[src/rtl/cp0_pkg.sv]
// Shared definitions for the CP0 block: register numbers, exception codes,
// exception-flag bit positions, Status/Cause field positions and vector constants.
package cp0_pkg;

  localparam logic [4:0] CP0_INDEX    = 5'd0;
  localparam logic [4:0] CP0_RANDOM   = 5'd1;
  localparam logic [4:0] CP0_ENTRYLO0 = 5'd2;
  localparam logic [4:0] CP0_ENTRYLO1 = 5'd3;
  localparam logic [4:0] CP0_PAGEMASK = 5'd5;
  localparam logic [4:0] CP0_WIRED    = 5'd6;
  localparam logic [4:0] CP0_BADVADDR = 5'd8;
  localparam logic [4:0] CP0_COUNT    = 5'd9;
  localparam logic [4:0] CP0_ENTRYHI  = 5'd10;
  localparam logic [4:0] CP0_COMPARE  = 5'd11;
  localparam logic [4:0] CP0_STATUS   = 5'd12;
  localparam logic [4:0] CP0_CAUSE    = 5'd13;
  localparam logic [4:0] CP0_EPC      = 5'd14;
  localparam logic [4:0] CP0_PRID     = 5'd15;
  localparam logic [4:0] CP0_CONFIG   = 5'd16;

  typedef enum logic [4:0] {
    EXC_INT  = 5'd0,
    EXC_MOD  = 5'd1,
    EXC_TLBL = 5'd2,
    EXC_TLBS = 5'd3,
    EXC_ADEL = 5'd4,
    EXC_ADES = 5'd5,
    EXC_SYS  = 5'd8,
    EXC_BP   = 5'd9,
    EXC_RI   = 5'd10,
    EXC_OV   = 5'd12,
    EXC_TR   = 5'd13
  } exccode_e;

  // Bit positions inside exc_flags_i; _I = instruction fetch, _D = data access.
  typedef enum int unsigned {
    F_ADEL_I = 0,
    F_TLBL_I = 1,
    F_RI     = 2,
    F_SYS    = 3,
    F_BP     = 4,
    F_OV     = 5,
    F_TR     = 6,
    F_ADEL_D = 7,
    F_TLBL_D = 8,
    F_TLBS   = 9,
    F_MOD    = 10,
    F_ADES   = 11
  } exc_flag_e;

  localparam int EXC_W = 12;

  localparam int ST_IE     = 0;
  localparam int ST_EXL    = 1;
  localparam int ST_IM_LO  = 8;
  localparam int ST_BEV    = 22;

  localparam int CA_EXC_LO = 2;
  localparam int CA_IP_LO  = 8;
  localparam int CA_WP     = 22;
  localparam int CA_IV     = 23;
  localparam int CA_TI     = 30;
  localparam int CA_BD     = 31;

  localparam logic [31:0] STATUS_RESET = 32'h0040_0000;
  localparam logic [31:0] CONFIG_VAL   = 32'h0000_8000;
  localparam logic [31:0] VEC_BEV_BASE = 32'hBFC0_0200;
  localparam logic [31:0] OFF_REFILL   = 32'h0000_0000;
  localparam logic [31:0] OFF_GENERAL  = 32'h0000_0180;
  localparam logic [31:0] OFF_INT_IV   = 32'h0000_0200;

endpackage

[src/rtl/cp0_exc_prio.sv]
// Combinational exception priority encoder: picks the highest-priority cause
// and reports whether it is a TLB refill candidate or a fetch-side fault.
module cp0_exc_prio
  import cp0_pkg::*;
(
  input  logic [EXC_W-1:0] flags,
  input  logic             int_pending,
  input  logic             eret,
  output logic             sel_valid,
  output exccode_e         exccode,
  output logic             is_refill,
  output logic             is_fetch,
  output logic             eret_valid
);

  // NOTE: every output gets a default before the if-chain so no latch is inferred.
  always_comb begin
    sel_valid = 1'b1;
    exccode   = EXC_INT;
    is_refill = 1'b0;
    is_fetch  = 1'b0;
    if (int_pending) begin
      exccode = EXC_INT;
    end else if (flags[F_ADEL_I]) begin
      exccode  = EXC_ADEL;
      is_fetch = 1'b1;
    end else if (flags[F_TLBL_I]) begin
      exccode   = EXC_TLBL;
      is_fetch  = 1'b1;
      is_refill = 1'b1;
    end else if (flags[F_RI]) begin
      exccode = EXC_RI;
    end else if (flags[F_SYS]) begin
      exccode = EXC_SYS;
    end else if (flags[F_BP]) begin
      exccode = EXC_BP;
    end else if (flags[F_OV]) begin
      exccode = EXC_OV;
    end else if (flags[F_TR]) begin
      exccode = EXC_TR;
    end else if (flags[F_ADEL_D]) begin
      exccode = EXC_ADEL;
    end else if (flags[F_TLBL_D]) begin
      exccode   = EXC_TLBL;
      is_refill = 1'b1;
    end else if (flags[F_TLBS]) begin
      exccode   = EXC_TLBS;
      is_refill = 1'b1;
    end else if (flags[F_MOD]) begin
      exccode = EXC_MOD;
    end else if (flags[F_ADES]) begin
      exccode = EXC_ADES;
    end else begin
      sel_valid = 1'b0;
    end
    eret_valid = eret & ~sel_valid;
  end

endmodule

[src/rtl/cp0_core_param.sv]
// Parametrised CP0 at the EX/MEM commit point: privileged registers, timer,
// interrupt sampling, exception commit and redirect PC generation.
module cp0_core_param
  import cp0_pkg::*;
#(
  parameter int          TLB_ENTRIES = 16,
  parameter int          HW_INT_NUM  = 6,
  parameter int          COUNT_DIV   = 2,
  parameter logic [31:0] PRID_VAL    = 32'h0001_8003,
  localparam int         IW          = $clog2(TLB_ENTRIES)
) (
  input  logic                  clk,
  input  logic                  rst,
  input  logic                  stall_i,
  input  logic                  we_i,
  input  logic [4:0]            waddr_i,
  input  logic [2:0]            wsel_i,
  input  logic [31:0]           wdata_i,
  input  logic [4:0]            raddr_i,
  input  logic [2:0]            rsel_i,
  output logic [31:0]           rdata_o,
  input  logic [HW_INT_NUM-1:0] int_i,
  input  logic [31:0]           pc_i,
  input  logic                  in_ds_i,
  input  logic [EXC_W-1:0]      exc_flags_i,
  input  logic                  eret_i,
  input  logic [31:0]           mem_addr_i,
  input  logic                  tlbp_i,
  input  logic                  tlbp_miss_i,
  input  logic [IW-1:0]         tlbp_idx_i,
  input  logic                  tlbr_i,
  input  logic [31:0]           tlbr_hi_i,
  input  logic [31:0]           tlbr_lo0_i,
  input  logic [31:0]           tlbr_lo1_i,
  input  logic [31:0]           tlbr_mask_i,
  output logic                  flush_o,
  output logic [31:0]           redirect_pc_o,
  output logic                  int_pending_o,
  output logic [31:0]           status_o,
  output logic [31:0]           cause_o,
  output logic [31:0]           epc_o,
  output logic [31:0]           entryhi_o,
  output logic [31:0]           entrylo0_o,
  output logic [31:0]           entrylo1_o,
  output logic [31:0]           pagemask_o,
  output logic [31:0]           index_o,
  output logic [31:0]           random_o
);

  localparam logic [IW-1:0] RAND_MAX = IW'(TLB_ENTRIES - 1);
  localparam logic [2:0]    DIV_LAST = 3'(COUNT_DIV - 1);

  logic [31:0] status_q, epc_q, count_q, compare_q, badvaddr_q;
  logic [31:0] entryhi_q, entrylo0_q, entrylo1_q, pagemask_q;
  logic [17:0] ebase_q;
  logic [2:0]  div_q;
  logic        cause_bd_q, cause_ti_q, cause_iv_q, cause_wp_q;
  logic [1:0]  cause_sw_q;
  exccode_e    cause_exc_q;
  logic [HW_INT_NUM-1:0] hw_ip_q;
  logic        index_p_q;
  logic [IW-1:0] index_q, random_q, wired_q;

  logic [5:0]  hw_ext;
  logic [7:0]  ip_full;
  logic [31:0] ebase_full, vec_base, vec_off, bad_src;
  logic        wr_sel0, wr_sel1;
  logic        sel_valid, is_refill, is_fetch, eret_valid;
  logic        exc_take, eret_take, upd_badvaddr, upd_vpn;
  exccode_e    exccode;

  assign wr_sel0 = we_i & ~stall_i & (wsel_i == 3'd0);
  assign wr_sel1 = we_i & ~stall_i & (wsel_i == 3'd1);

  always_comb begin
    hw_ext                 = '0;
    hw_ext[HW_INT_NUM-1:0] = hw_ip_q;
  end

  assign ip_full       = {hw_ext[5] | cause_ti_q, hw_ext[4:0], cause_sw_q};
  assign int_pending_o = status_q[ST_IE] & ~status_q[ST_EXL] &
                         (|(status_q[ST_IM_LO +: 8] & ip_full));
  assign ebase_full    = {2'b10, ebase_q, 12'h000};

  // Stall masks every request before it reaches the encoder.
  cp0_exc_prio u_prio (
    .flags       (stall_i ? '0 : exc_flags_i),
    .int_pending (int_pending_o & ~stall_i),
    .eret        (eret_i & ~stall_i),
    .sel_valid   (sel_valid),
    .exccode     (exccode),
    .is_refill   (is_refill),
    .is_fetch    (is_fetch),
    .eret_valid  (eret_valid)
  );

  assign exc_take     = sel_valid;
  assign eret_take    = eret_valid;
  assign upd_vpn      = (exccode == EXC_TLBL) || (exccode == EXC_TLBS) || (exccode == EXC_MOD);
  assign upd_badvaddr = upd_vpn || (exccode == EXC_ADEL) || (exccode == EXC_ADES);
  assign bad_src      = is_fetch ? pc_i : mem_addr_i;

  // Refill vector only applies on a first-level miss (EXL clear).
  always_comb begin
    vec_base = status_q[ST_BEV] ? VEC_BEV_BASE : ebase_full;
    if (is_refill && !status_q[ST_EXL])           vec_off = OFF_REFILL;
    else if (exccode == EXC_INT && cause_iv_q)    vec_off = OFF_INT_IV;
    else                                          vec_off = OFF_GENERAL;
  end

  assign flush_o       = rst & (exc_take | eret_take);
  assign redirect_pc_o = eret_take ? epc_q : vec_base + vec_off;

  // NOTE: sequential state uses non-blocking assignments so all registers sample pre-edge values.
  always_ff @(posedge clk) begin
    if (!rst) begin
      div_q      <= '0;
      count_q    <= '0;
      compare_q  <= '0;
      cause_ti_q <= 1'b0;
    end else begin
      if (wr_sel0 && waddr_i == CP0_COUNT) begin
        count_q <= wdata_i;
        div_q   <= '0;
      end else if (div_q == DIV_LAST) begin
        div_q   <= '0;
        count_q <= count_q + 32'd1;
      end else begin
        div_q   <= div_q + 3'd1;
      end
      if (wr_sel0 && waddr_i == CP0_COMPARE) begin
        compare_q  <= wdata_i;
        cause_ti_q <= 1'b0;
      end else if (count_q == compare_q && compare_q != '0) begin
        cause_ti_q <= 1'b1;
      end
    end
  end

  always_ff @(posedge clk) begin
    if (!rst) begin
      wired_q  <= '0;
      random_q <= RAND_MAX;
    end else if (wr_sel0 && waddr_i == CP0_WIRED) begin
      wired_q  <= wdata_i[IW-1:0];
      random_q <= RAND_MAX;
    end else if (random_q == wired_q) begin
      random_q <= RAND_MAX;
    end else begin
      random_q <= random_q - IW'(1);
    end
  end

  // Priority within each register: mtc0 < TLB result < exception.
  always_ff @(posedge clk) begin
    if (!rst) begin
      index_p_q  <= 1'b0;
      index_q    <= '0;
      entryhi_q  <= '0;
      entrylo0_q <= '0;
      entrylo1_q <= '0;
      pagemask_q <= '0;
    end else begin
      if (wr_sel0 && waddr_i == CP0_INDEX)    index_q    <= wdata_i[IW-1:0];
      if (wr_sel0 && waddr_i == CP0_ENTRYHI)  entryhi_q  <= wdata_i;
      if (wr_sel0 && waddr_i == CP0_ENTRYLO0) entrylo0_q <= wdata_i;
      if (wr_sel0 && waddr_i == CP0_ENTRYLO1) entrylo1_q <= wdata_i;
      if (wr_sel0 && waddr_i == CP0_PAGEMASK) pagemask_q <= wdata_i;
      if (tlbp_i) begin
        index_p_q <= tlbp_miss_i;
        index_q   <= tlbp_idx_i;
      end
      if (tlbr_i) begin
        entryhi_q  <= tlbr_hi_i;
        entrylo0_q <= tlbr_lo0_i;
        entrylo1_q <= tlbr_lo1_i;
        pagemask_q <= tlbr_mask_i;
      end
      if (exc_take && upd_vpn) entryhi_q[31:13] <= bad_src[31:13];
    end
  end

  always_ff @(posedge clk) begin
    if (!rst) begin
      status_q    <= STATUS_RESET;
      cause_bd_q  <= 1'b0;
      cause_iv_q  <= 1'b0;
      cause_wp_q  <= 1'b0;
      cause_sw_q  <= '0;
      cause_exc_q <= EXC_INT;
      hw_ip_q     <= '0;
      epc_q       <= '0;
      badvaddr_q  <= '0;
      ebase_q     <= '0;
    end else begin
      hw_ip_q <= int_i;
      if (wr_sel0 && waddr_i == CP0_STATUS) status_q <= wdata_i;
      if (wr_sel0 && waddr_i == CP0_CAUSE) begin
        cause_sw_q <= wdata_i[CA_IP_LO +: 2];
        cause_iv_q <= wdata_i[CA_IV];
        cause_wp_q <= wdata_i[CA_WP];
      end
      if (wr_sel0 && waddr_i == CP0_EPC)  epc_q   <= wdata_i;
      if (wr_sel1 && waddr_i == CP0_PRID) ebase_q <= wdata_i[29:12];
      if (eret_take) status_q[ST_EXL] <= 1'b0;
      if (exc_take) begin
        status_q[ST_EXL] <= 1'b1;
        cause_exc_q      <= exccode;
        if (!status_q[ST_EXL]) begin
          epc_q      <= in_ds_i ? pc_i - 32'd4 : pc_i;
          cause_bd_q <= in_ds_i;
        end
        if (upd_badvaddr) badvaddr_q <= bad_src;
      end
    end
  end

  assign status_o   = status_q;
  assign cause_o    = {cause_bd_q, cause_ti_q, 6'b0, cause_iv_q, cause_wp_q, 6'b0,
                       ip_full, 1'b0, cause_exc_q, 2'b00};
  assign epc_o      = epc_q;
  assign entryhi_o  = entryhi_q;
  assign entrylo0_o = entrylo0_q;
  assign entrylo1_o = entrylo1_q;
  assign pagemask_o = pagemask_q;
  assign index_o    = {index_p_q, {(31 - IW){1'b0}}, index_q};
  assign random_o   = 32'(random_q);

  always_comb begin
    rdata_o = '0;
    if (rsel_i == 3'd0) begin
      case (raddr_i)
        CP0_INDEX:    rdata_o = index_o;
        CP0_RANDOM:   rdata_o = random_o;
        CP0_ENTRYLO0: rdata_o = entrylo0_q;
        CP0_ENTRYLO1: rdata_o = entrylo1_q;
        CP0_PAGEMASK: rdata_o = pagemask_q;
        CP0_WIRED:    rdata_o = 32'(wired_q);
        CP0_BADVADDR: rdata_o = badvaddr_q;
        CP0_COUNT:    rdata_o = count_q;
        CP0_ENTRYHI:  rdata_o = entryhi_q;
        CP0_COMPARE:  rdata_o = compare_q;
        CP0_STATUS:   rdata_o = status_q;
        CP0_CAUSE:    rdata_o = cause_o;
        CP0_EPC:      rdata_o = epc_q;
        CP0_PRID:     rdata_o = PRID_VAL;
        CP0_CONFIG:   rdata_o = CONFIG_VAL;
        default:      rdata_o = '0;
      endcase
    end else if (rsel_i == 3'd1 && raddr_i == CP0_PRID) begin
      rdata_o = ebase_full;
    end
  end

endmodule

[config.mk]
export PLATFORM = sky130hd
export DESIGN_NAME = cp0_core_param
export DESIGN_NICKNAME = d
export VERILOG_FILES = /design/src/rtl/cp0_pkg.sv /design/src/rtl/cp0_exc_prio.sv /design/src/rtl/cp0_core_param.sv
export SDC_FILE = /design/constraint.sdc
export NUM_CORES = 1
export LEC_CHECK = 0
export ABC_CLOCK_PERIOD_IN_PS = 3300
export BUFFER_PORTS_ARGS = -buffer_cell sky130_fd_sc_hd__buf_2
export CAP_MARGIN = 20
export CORE_AREA = 3 3 239 241
export CTS_BUF_LIST = sky130_fd_sc_hd__clkbuf_8
export DETAILED_ROUTE_END_ITERATION = 16
export DIE_AREA = 0 0 242 244
export PLACE_DENSITY = 0.6
export SETUP_SLACK_MARGIN = 0.02
export SLEW_MARGIN = 20
export SYNTH_ARGS = -nofsm -noshare
export SYNTH_HDL_FRONTEND = slang
export SYNTH_SLANG_ARGS = --single-unit
[constraint.sdc]
create_clock -name clk -period 3.3 [get_ports clk]
set_input_delay 0.495 -clock clk [delete_from_list [all_inputs] [get_ports clk]]
set_output_delay 0.495 -clock clk [all_outputs]
set_load 0.03 [all_outputs]
# Yosys cells after proc, flatten, opt, wreduce, memory -nomap -nowiden
# Cells that the tools add are included.
dict set report word_totals {
  regBits 339
  latchBits 0
  ram_bits 0
  romBits 0
  out_inout_bits 354
  elab_cells 191
  mem_count 0
}
dict set report op_classes {
  addsub 5
  mul 0
  n_div 0
  magnitude_cmp 0
  eq_ne 35
  n_shift 0
  muxes 69
  bitwise 16
  reduce_logical 42
}
# op n
set op_table {}
lappend op_table {{32-bit two-way mux} 18}
lappend op_table {{32-bit one-hot mux with 15 select lines} 1}
lappend op_table {{5-bit by 4-bit equality test with 1-bit output, second input constant} 15}
lappend op_table {{5-bit two-way mux} 12}
lappend op_table {{32-bit by 1-bit adder with 32-bit output, second input constant} 1}
lappend op_table {{32-bit adder} 1}
lappend op_table {{32-bit equality test} 1}
lappend op_table {{32-bit nonzero test} 1}
lappend op_table {{32-bit by 3-bit subtractor with 32-bit output, second input constant} 1}
lappend op_table {{5-bit by 2-bit equality test with 1-bit output, second input constant} 6}
lappend op_table {{5-bit by 3-bit equality test with 1-bit output, second input constant} 6}
lappend op_table {{30-bit two-way mux} 1}
lappend op_table {{1-bit two-way mux} 29}
lappend op_table {{10-bit two-way mux} 2}
lappend op_table {{19-bit two-way mux} 1}
lappend op_table {{1-bit logical AND} 17}
lappend op_table {{5-bit logical NOT} 3}
lappend op_table {{12-bit two-way mux} 1}
lappend op_table {{2-bit nonzero test} 6}
lappend op_table {{5-bit by 1-bit equality test with 1-bit output, second input constant} 2}
lappend op_table {{1-bit AND} 9}
lappend op_table {{3-bit by 1-bit equality test with 1-bit output, second input constant} 3}
lappend op_table {{8-bit AND} 1}
lappend op_table {{4-bit two-way mux} 2}
lappend op_table {{other kinds (16)} 27}

# Depth between registers and ports, before layout
# Gate-level depths: netlist of run 1.
dict set report logic_depth {
  ltp_word 20
  ltp_mapped 9
  mapped_depth_nobuf 7
}

# Cells and area by module
# From an unflattened synthesis of run 1, not the netlist that was laid out.
dict set report hier_totals {
  hier_cells 2373
  area_unflattened_um2 19263.5
}
# module instances cells_each area_each_um2
set modules_own_cells {}
lappend modules_own_cells {cp0_core_param 1 2344 19090.8}
lappend modules_own_cells {cp0_exc_prio 1 29 172.7}

# Worst setup path before layout of run 1
# Ideal clock, no wire load.
dict set report synth_path {
  path_type {in2out}
  start {input port raddr_i[2]}
  end {output port rdata_o[16]}
  t_arrival_ns 2.535
  setup_slack_ns 0.270
  cell_stages 7
  path_cell_list {clkbuf_1 -> nor3b_1 -> and2_1 -> buf_2 -> clkbuf_1 -> a2111oi_0 -> o21ai_0}
}
dict set report synth_between {
  elab_chain_len 4
}
# item line_no
set synth_rtl {}
lappend synth_rtl {{from (decl)} cp0_core_param.sv:19} ;# input logic [4:0] raddr_i,
lappend synth_rtl {{branches (longest 3 deep; another with 32-bit one-hot mux with 15 select lines)} n/a}
lappend synth_rtl {{32-bit two-way mux *} cp0_core_param.sv:231} ;# if (rsel_i == 3'd0) begin
lappend synth_rtl {{to (decl)} cp0_core_param.sv:21} ;# output logic [31:0] rdata_o,
# Mark *: on every way between the ends.

# Worst setup path in the final report of run 1
dict set report layout_path {
  start {register status_q[9] (netlist: status_o[9])}
  end {output port redirect_pc_o[9]}
}
dict set report layout_between {
  elab_chain_len 11
}
# item line_no
set layout_rtl {}
lappend layout_rtl {{from (decl)} cp0_core_param.sv:53} ;# logic [31:0] status_q, epc_q, count_q, compare_q, badvaddr_q;
lappend layout_rtl {{from (signal assigned)} cp0_core_param.sv:197} ;# if (wr_sel0 && waddr_i == CP0_STATUS) status_q <= wdata_i;
lappend layout_rtl {{8-bit AND *} cp0_core_param.sv:82} ;# (|(status_q[ST_IM_LO +: 8] & ip_full));
lappend layout_rtl {{8-bit OR reduction *} cp0_core_param.sv:82}
lappend layout_rtl {{1-bit AND *} cp0_core_param.sv:81} ;# assign int_pending_o = status_q[ST_IE] & ~status_q[ST_EXL] &
lappend layout_rtl {{1-bit AND *} cp0_core_param.sv:88} ;# .int_pending (int_pending_o & ~stall_i),
lappend layout_rtl {{5-bit two-way mux} cp0_exc_prio.sv:22} ;# if (int_pending) begin
lappend layout_rtl {{5-bit logical NOT} cp0_core_param.sv:107} ;# else if (exccode == EXC_INT && cause_iv_q) vec_off = OFF_INT_IV;
lappend layout_rtl {{1-bit logical AND} cp0_core_param.sv:107}
lappend layout_rtl {{10-bit two-way mux} cp0_core_param.sv:107}
lappend layout_rtl {{10-bit two-way mux} cp0_core_param.sv:106} ;# if (is_refill && !status_q[ST_EXL]) vec_off = OFF_REFILL;
lappend layout_rtl {{32-bit adder} cp0_core_param.sv:112} ;# assign redirect_pc_o = eret_take ? epc_q : vec_base + vec_off;
lappend layout_rtl {{32-bit two-way mux *} cp0_core_param.sv:112}
lappend layout_rtl {{to (decl)} cp0_core_param.sv:37} ;# output logic [31:0] redirect_pc_o,
# Mark *: on every way between the ends. The rest lies on a longest branch, timed or not.

==> results of run 1 <==
synth_stat cells (7+ instances only):
cell type and count:
sky130_fd_sc_hd__a2111oi_0 37, sky130_fd_sc_hd__a211oi_1 73, sky130_fd_sc_hd__a21o_1 23, sky130_fd_sc_hd__a21oi_1 207, sky130_fd_sc_hd__a221oi_1 23, sky130_fd_sc_hd__a222oi_1 19
sky130_fd_sc_hd__a22oi_1 78, sky130_fd_sc_hd__a311oi_1 52, sky130_fd_sc_hd__a31oi_1 44, sky130_fd_sc_hd__a41oi_1 8, sky130_fd_sc_hd__and2_1 27, sky130_fd_sc_hd__and3_1 75
sky130_fd_sc_hd__buf_1 21, sky130_fd_sc_hd__buf_2 31, sky130_fd_sc_hd__buf_4 82, sky130_fd_sc_hd__clkbuf_1 193, sky130_fd_sc_hd__dfxtp_1 338, sky130_fd_sc_hd__inv_1 31
sky130_fd_sc_hd__mux2_2 19, sky130_fd_sc_hd__mux2i_1 142, sky130_fd_sc_hd__nand2_1 287, sky130_fd_sc_hd__nand2b_1 15, sky130_fd_sc_hd__nand3_1 42, sky130_fd_sc_hd__nand4_1 32
sky130_fd_sc_hd__nor2_1 124, sky130_fd_sc_hd__nor2b_1 25, sky130_fd_sc_hd__nor3_1 21, sky130_fd_sc_hd__nor4_1 17, sky130_fd_sc_hd__o211a_1 21, sky130_fd_sc_hd__o21a_1 20
sky130_fd_sc_hd__o21ai_0 114, sky130_fd_sc_hd__or2_2 7, sky130_fd_sc_hd__xnor2_1 56, sky130_fd_sc_hd__xor2_1 38
kinds of logic after synthesis:
logic type,after synthesis
AO/OA/AOI/OAI,743
other,1
buffers and inverters,363
AND/OR/NAND/NOR,722
multiplexers,162
flip-flops,338
XOR/XNOR,94
adder cells (fa/ha/maj),6
layout by cell type (no fill, tap or decap), types with 49 or more instances in the layout:
master                     Yosys  final
sky130_fd_sc_hd__conb_1        1     71
sky130_fd_sc_hd__dfxtp_1     338    333
sky130_fd_sc_hd__buf_4        82     90
sky130_fd_sc_hd__a311oi_1     52     52
sky130_fd_sc_hd__clkbuf_8      0     82
sky130_fd_sc_hd__inv_1        31     49
sky130_fd_sc_hd__buf_2        31    546
sky130_fd_sc_hd__nor2_1      124    121
sky130_fd_sc_hd__o21ai_0     114    112
sky130_fd_sc_hd__xnor2_1      56     56
sky130_fd_sc_hd__mux2i_1     142    142
sky130_fd_sc_hd__a211oi_1     73     73
sky130_fd_sc_hd__a21oi_1     207    207
sky130_fd_sc_hd__a22oi_1      78     78
sky130_fd_sc_hd__nand2_1     287    286
sky130_fd_sc_hd__and3_1       75     75
sequential cells by signal, summed over array words and instances (netlist names), 6 cells and up:
signal and flops:
entrylo1_o 32, ebase_q 18, epc_o 32, hw_ext 6, badvaddr_q 32, entryhi_o 32, compare_q 32, pagemask_o 32
count_q 32, status_o 32, entrylo0_o 32
power by group through the flow:
| stage | clock network [W] | registers (W) | logic (W) |
|---|---|---|---|
| global route | 0.00445 | 0.00464 | 0.00199 |
| detailed placement | 0 | 0.00470 | 0.00184 |
| floorplan | 0 | 0.00479 | 0.000918 |
| CTS | 0.00428 | 0.00462 | 0.00185 |
| global placement | 0 | 0.00470 | 0.00182 |
| finish | 0.00423 | 0.00464 | 0.00187 |
worst reg2reg max path: stages (launching register included):
cell and delay [ns]:
sky130_fd_sc_hd__dfxtp_1 0.47, sky130_fd_sc_hd__a22oi_1 0.19, sky130_fd_sc_hd__a41o_2 0.38, sky130_fd_sc_hd__inv_2 0.13
sky130_fd_sc_hd__buf_4 0.29, sky130_fd_sc_hd__o21ai_0 0.20, sky130_fd_sc_hd__a2111oi_0 0.67, sky130_fd_sc_hd__o21a_1 0.22
how the worst max path moves through the flow:
stage | start | endpoint | cells past startpoint
global route | status_o[9]$_SDFFE_PN0P_ | redirect_pc_o[9] | 7
detailed placement | exc_flags_i[0] | redirect_pc_o[9] | 7
global placement | raddr_i[3] | rdata_o[24] | 8
finish | status_o[9]$_SDFFE_PN0P_ | redirect_pc_o[9] | 7
CTS | cause_sw_q[1]$_SDFFE_PN0P_ | redirect_pc_o[9] | 7
floorplan | raddr_i[2] | rdata_o[16] | 7
what timing repair did:
item	CTS	global route
hold endpoints to repair	3	0
pin swaps	4	3
hold buffers	3	0
endpoints found under the setup margin	31	20
resized for setup	12	7
setup buffers	1	2
through the flow:
stage | hold WS (ns) | cells
2_1_floorplan | 0.421 | 2499
3_3_place_gp | 0.432 | 3569
3_5_place_dp | 0.447 | 3569
4_1_cts | 0.0220 | 3686
5_1_grt | 0.0645 | 3691
6_report | 0.0628 | 3691
area by class of cell:
type                       count  share of cell area, %
antenna                        3                 0.0308
clock buffer                  82                   4.63
clock inverter                31                  0.621
inverter                      34                  0.565
multi-input combinational   1798                   47.0
sequential                   338                   27.8
tap                          748                   3.84
timing repair buffer         657                   15.5
metal layers:
metal  vias to the layer above  track usage (%)
met5                         -                0
li1                       9687                -
met4                        16             12.7
met1                     10800             45.3
met3                       230             8.51
met2                      1370             51.0
==> impl_metrics.tcl, run 1 <==
set metrics [dict create \
    result_of_the_run "completed" \
    clkSlewWorstSetupHoldPaths_ns 0.06 \
    syn_area_per_cell_um2 8.06 \
    count_of_endpoints_failing_setup_in_the_final_report 0 \
    rr_worst_depth 7 \
    maxUsedRoutingLayer "met5" \
    synthesis.instances 2429 \
    largest_net_degree_at_the_start_of_global_routing 117 \
    die_x_um 242 \
    route.detailed.vias_per_inst 5.98 \
    worst_hold_path.endpoint "hw_ext[0]$_SDFF_PN0_" \
    cts.htree.levels 3 \
    hold_path_depth 2 \
    total_count_of_max_transition_violations_in_the_final_report 0 \
    dr.pass1.iters 7 \
    io_buffers 553 \
    cpLargestDelayFamily "compound AO/OA/AOI/OAI gates" \
    switching_power_w 0.00364 \
    clock_tree.buffer_depth 3 \
    buffering_stage_count_on_the_worst_path_with_inverters_included 1 \
    peakVddDrop_uv 242 \
    rsz0062_at_grt "yes" \
    final.period_utilization_pct 99.0 \
    largest_family_of_logic_cells_by_synthesized_area "compound AO/OA/AOI/OAI gates" \
    area.growth.synth_to_final_pct 24.4 \
    worst_clk_skew_ns 0.0341 \
    clk_latency_ns 0.67 \
    clock_sink_count 338 \
    floorplan.die_area_um2 59000 \
    pwr-share-clk_pct 39.4 \
    drt_initial_violations 3126 \
    rr_startpoint "hw_ext[1]$_SDFF_PN0_" \
    arrival_time_worst_endpoint_ns 2.77 \
    max_clock_freq_ghz 0.306 \
    synthFlopType "sky130_fd_sc_hd__dfxtp_1" \
    cp_slowest_stage_delay_ns 0.45 \
    wire_length_per_cell_um 28.2 \
    wire_length_of_the_first_global_routing_pass_um 147000 \
    routed-wl-met2_um 45700 \
    cts_tree "done" \
    holdCritStartpoint "int_i[0]" \
    sum_of_routed_wire_segments_on_met1_um 42800 \
    yosys.area_share.xor_xnor_pct 4.20 \
    grt_overflow 0 \
    critical_path.endpoint_type "output pin" \
    yosysTopAreaCell "sky130_fd_sc_hd__dfxtp_1" \
    yosys-mux-area-fraction_pct 8.41 \
    drive_gt1_share_pct 27.6 \
    coreArea_um2 55100 \
    total_internal_power_w 0.00711 \
    synthDistinctLibCells 72 \
    timing_hold_violations_final 0 \
    route.detailed.drc 0 \
    via_count 22100 \
    finalNetCount 3173 \
    netlist.area_leader.share_pct 34.5 \
    ys_seq_area_share_pct 34.5 \
    die_h_um 244 \
    number_of_synthesis_warnings 0 \
    detailed_place_hpwl_um 78300 \
    synth_compound_area_share_pct 25.5 \
    fin_total_pwr_w 0.0107 \
    asyncSetResetFlopFracSynth_pct 0 \
    post_synth_and_or_nand_nor_area_fraction_pct 18.2 \
    initial_antenna_violation_count 14 \
    slew_headroom_pct 35.6 \
    netlist_area_um2 19600 \
    floorplan.rows 86 \
    power_frac_comb_pct 17.4 \
    worstMarginPinSlew_ns 0.966 \
    setup_tns_ns 0 \
    regToRegSetupSlack_ns 0.68 \
    dpl_worst_slack_ns 0.197 \
    drt.antenna.violating_nets 0 \
    series_of_cell_instances_along_the_critical_path "a222oi_1, a41o_2, o21ai_2, and2_4, ha_1, mux2_2, buf_6" \
    post_synth_fa_ha_maj_area_fraction_pct 0.383 \
    grt_pass1_vias 20800 \
    critical-path-slowest-cell "sky130_fd_sc_hd__a222oi_1" \
    area_of_combinational_cells_with_multiple_inputs_um2 11500 \
    grt_resource_usage_total_pct 33.4 \
    area.sequential_um2 6770 \
    crit_fanout 4 \
    critical_path.reg2reg.endpoint "entryhi_o[27]$_SDFFE_PN0P_" \
    synth_edf_count 0 \
    gp_congestion 0.999 \
    place_area_um2 23000 \
    p_leak_nw 10.7 \
    critPathKind "reg2out" \
    fin_crit_ns 3.27 \
    final_design_area_no_fill_um2 24400 \
    met3_wirelength_um 11500 \
    final_core_utilization_pct 44.2 \
    worstHoldPathType "in2reg" \
    critical_path_required_ns 2.80 \
    start_util_pct 35.6 \
    fillerInstances 5589 \
    design.portCount 625 \
    post_synthesis_sequential_element_count 338 \
    drt_wl_total_um 104000 \
    cts_inserted_buffers 67 \
    setup_ws_final_ns 0.0323 \
    post_synth_main_area_contributors "sky130_fd_sc_hd__dfxtp_1 35%, sky130_fd_sc_hd__mux2i_1 7.3%, sky130_fd_sc_hd__nand2_1 5.5%" \
    clk_root_buffer_cell "sky130_fd_sc_hd__clkbuf_8" \
    drv_cap 0 \
    swShare_pct 33.9 \
    cellPowerDensity_nw_per_um2 441 \
    crit_path_start_kind "register" \
    pwr-share-seq_pct 43.2 \
]
(Power assumes the default switching activity.)
==> run 2, diff against run 1 <==
--- a/config.mk
+++ b/config.mk
@@ -13,7 +13,7 @@
 export DETAILED_ROUTE_END_ITERATION = 16
 export DIE_AREA = 0 0 242 244
 export PLACE_DENSITY = 0.6
-export SETUP_SLACK_MARGIN = 0.02
+export SETUP_SLACK_MARGIN = 0.5
 export SLEW_MARGIN = 20
 export SYNTH_ARGS = -nofsm -noshare
 export SYNTH_HDL_FRONTEND = slang
==> run 2 against run 1 <==
Net effect: sequential power about the same; largest cell class unchanged; first-iteration DRC count fell by 12%; final cell count is 0.30% higher; critical path depth grew 1; register-to-register slack got worse by 0.13 ns; via count grew 1.4%.
==> impl_metrics.tcl, run 2 (synthesis gave the netlist of run 1 again) <==
set metrics [dict create \
    wire_length_per_cell_um 29.1 \
    critical_path_required_ns 2.80 \
    startpoint "status_o[9]$_SDFFE_PN0P_" \
    holdBufCountCts 0 \
    power_frac_comb_pct 18.0 \
    count_of_endpoints_failing_setup_in_the_final_report 0 \
    layout.cells.most_common_list "503 x sky130_fd_sc_hd__buf_2, 327 x sky130_fd_sc_hd__dfxtp_1, 286 x sky130_fd_sc_hd__nand2_1, 205 x sky130_fd_sc_hd__a21oi_1, 142 x sky130_fd_sc_hd__mux2i_1" \
    fin_crit_ns 3.18 \
    worstHoldPathType "in2reg" \
    worstMarginPinSlew_ns 0.730 \
    clk_root_buffer_cell "sky130_fd_sc_hd__clkbuf_8" \
    floorplan.rows 86 \
    die_h_um 244 \
    drt_initial_violations 2766 \
    clock_sink_count 338 \
    pwr-share-clk_pct 39.1 \
    swShare_pct 33.4 \
    die_x_um 242 \
    setup_tns_ns 0 \
    route.detailed.vias_per_inst 6.05 \
    largest_net_degree_at_the_start_of_global_routing 133 \
    io_buffers 553 \
    switching_power_w 0.00362 \
    clkSlewWorstSetupHoldPaths_ns 0.06 \
    max_clock_freq_ghz 0.314 \
    coreArea_um2 55100 \
    fillerInstances 5556 \
    cellPowerDensity_nw_per_um2 424 \
    setup_ws_final_ns 0.115 \
    place_area_um2 23100 \
    crit_fanout 5 \
    initial_antenna_violation_count 11 \
    rr_startpoint "status_o[9]$_SDFFE_PN0P_" \
    critical_path.endpoint_type "output pin" \
    gp_congestion 0.957 \
    pwr-share-seq_pct 42.9 \
    route.detailed.drc 0 \
    crit_path_start_kind "register" \
    grt_pass1_vias 20700 \
    rsz0062_at_grt "yes" \
    detailed_place_hpwl_um 78800 \
    p_leak_nw 11.0 \
    design.portCount 625 \
    grt_resource_usage_total_pct 34.0 \
    critPathKind "reg2out" \
    worst_clk_skew_ns 0.0461 \
    cts.htree.levels 3 \
    floorplan.die_area_um2 59000 \
    timing_hold_violations_final 0 \
    finalNetCount 3193 \
    total_internal_power_w 0.00722 \
    start_util_pct 35.6 \
    wire_length_of_the_first_global_routing_pass_um 149000 \
    drt.antenna.violating_nets 0 \
    arrival_time_worst_endpoint_ns 2.69 \
    peakVddDrop_uv 234 \
    final_design_area_no_fill_um2 25600 \
    dr.pass1.iters 7 \
    area.growth.synth_to_final_pct 30.6 \
    final.period_utilization_pct 96.5 \
    dpl_worst_slack_ns 0.0599 \
    rr_worst_depth 11 \
    area.sequential_um2 6780 \
    clk_latency_ns 0.66 \
    layout_commonest_cell "sky130_fd_sc_hd__buf_2" \
    via_count 22400 \
    drv_cap 0 \
    cts_inserted_buffers 66 \
    drt_wl_total_um 108000 \
    drive_gt1_share_pct 31.3 \
    cts_tree "done" \
    worst_setup_endpoint "redirect_pc_o[9]" \
    total_count_of_max_transition_violations_in_the_final_report 0 \
    slew_headroom_pct 51.3 \
    grt_overflow 0 \
    regToRegSetupSlack_ns 0.55 \
    result_of_the_run "completed" \
    clock_tree.buffer_depth 3 \
    critical_path.reg2reg.endpoint "entryhi_o[28]$_SDFFE_PN0P_" \
    area_of_combinational_cells_with_multiple_inputs_um2 12100 \
]
==> run 2: worst min-delay path by stage <==
stage | start | endpoint | slack, ns | cells past startpoint
finish | int_i[3] | hw_ext[3]$_SDFF_PN0_ | 0.07 | 2
floorplan | div_q[0]$_SDFF_PP0_ | div_q[0]$_SDFF_PP0_ | 0.42 | 1
global route | int_i[3] | hw_ext[3]$_SDFF_PN0_ | 0.06 | 2
CTS | int_i[3] | hw_ext[3]$_SDFF_PN0_ | 0.03 | 2
global placement | div_q[0]$_SDFF_PP0_ | div_q[0]$_SDFF_PP0_ | 0.43 | 1
detailed placement | div_q[0]$_SDFF_PP0_ | div_q[0]$_SDFF_PP0_ | 0.44 | 1
==> run 2: final cells by class <==
| type | count | share of cell area (%) |
|---|---|---|
| Clock inverter | 21 | 0.455 |
| Tap cell | 748 | 3.66 |
| Clock buffer | 83 | 4.47 |
| Sequential cell | 338 | 26.5 |
| Antenna cell | 2 | 0.0196 |
| Multi-Input combinational cell | 1798 | 47.3 |
| Timing Repair Buffer | 678 | 17.1 |
| Inverter | 34 | 0.558 |
==> run 2: critical path, stage by stage, from the launching register on <==
cell,delay (ns)
sky130_fd_sc_hd__dfxtp_2,0.34
sky130_fd_sc_hd__a222oi_1,0.42
sky130_fd_sc_hd__a41o_2,0.39
sky130_fd_sc_hd__inv_6,0.05
sky130_fd_sc_hd__nor3_4,0.14
sky130_fd_sc_hd__buf_4,0.14
sky130_fd_sc_hd__buf_6,0.12
sky130_fd_sc_hd__mux2_4,0.31
sky130_fd_sc_hd__buf_6,0.14
==> run 2: power by group through the flow <==
stage / Combinational, W / Clock [W] / Sequential, W
finish: 0.00195 / 0.00424 / 0.00465
global route: 0.00207 / 0.00444 / 0.00464
CTS: 0.00189 / 0.00427 / 0.00462
detailed placement: 0.00185 / 0 / 0.00470
global placement: 0.00183 / 0 / 0.00470
floorplan: 0.000924 / 0 / 0.00479
==> run 2: per-stage QoR <==
| stage | cells | hold WS [ns] | power (W) | util (%) |
|---|---|---|---|---|
| floorplan | 2499 | 0.421 | 0.00571 | - |
| global placement | 3566 | 0.428 | 0.00653 | 42.0 |
| detailed placement | 3566 | 0.444 | 0.00655 | 42.0 |
| CTS | 3688 | 0.0294 | 0.0108 | 45.4 |
| global route | 3701 | 0.0614 | 0.0112 | 46.4 |
| finish | 3702 | 0.0710 | 0.0108 | 46.4 |
==> run 2: timing repair <==
action,4_1_cts,5_1_grt
endpoints found under the hold margin,0,0
gates cloned,2,5
buffers inserted,16,7
pin swaps,28,23
endpoints found under the setup margin,66,72
gates resized for setup,130,126
==> run 2: routing by layer <==
metal	up-vias	routed length, um	global-route usage, %
met3	213	11800	9.23
li1	9712	-	-
met4	16	3430	10.2
met5	-	90	0
met1	11000	44200	45.9
met2	1441	48300	53.0
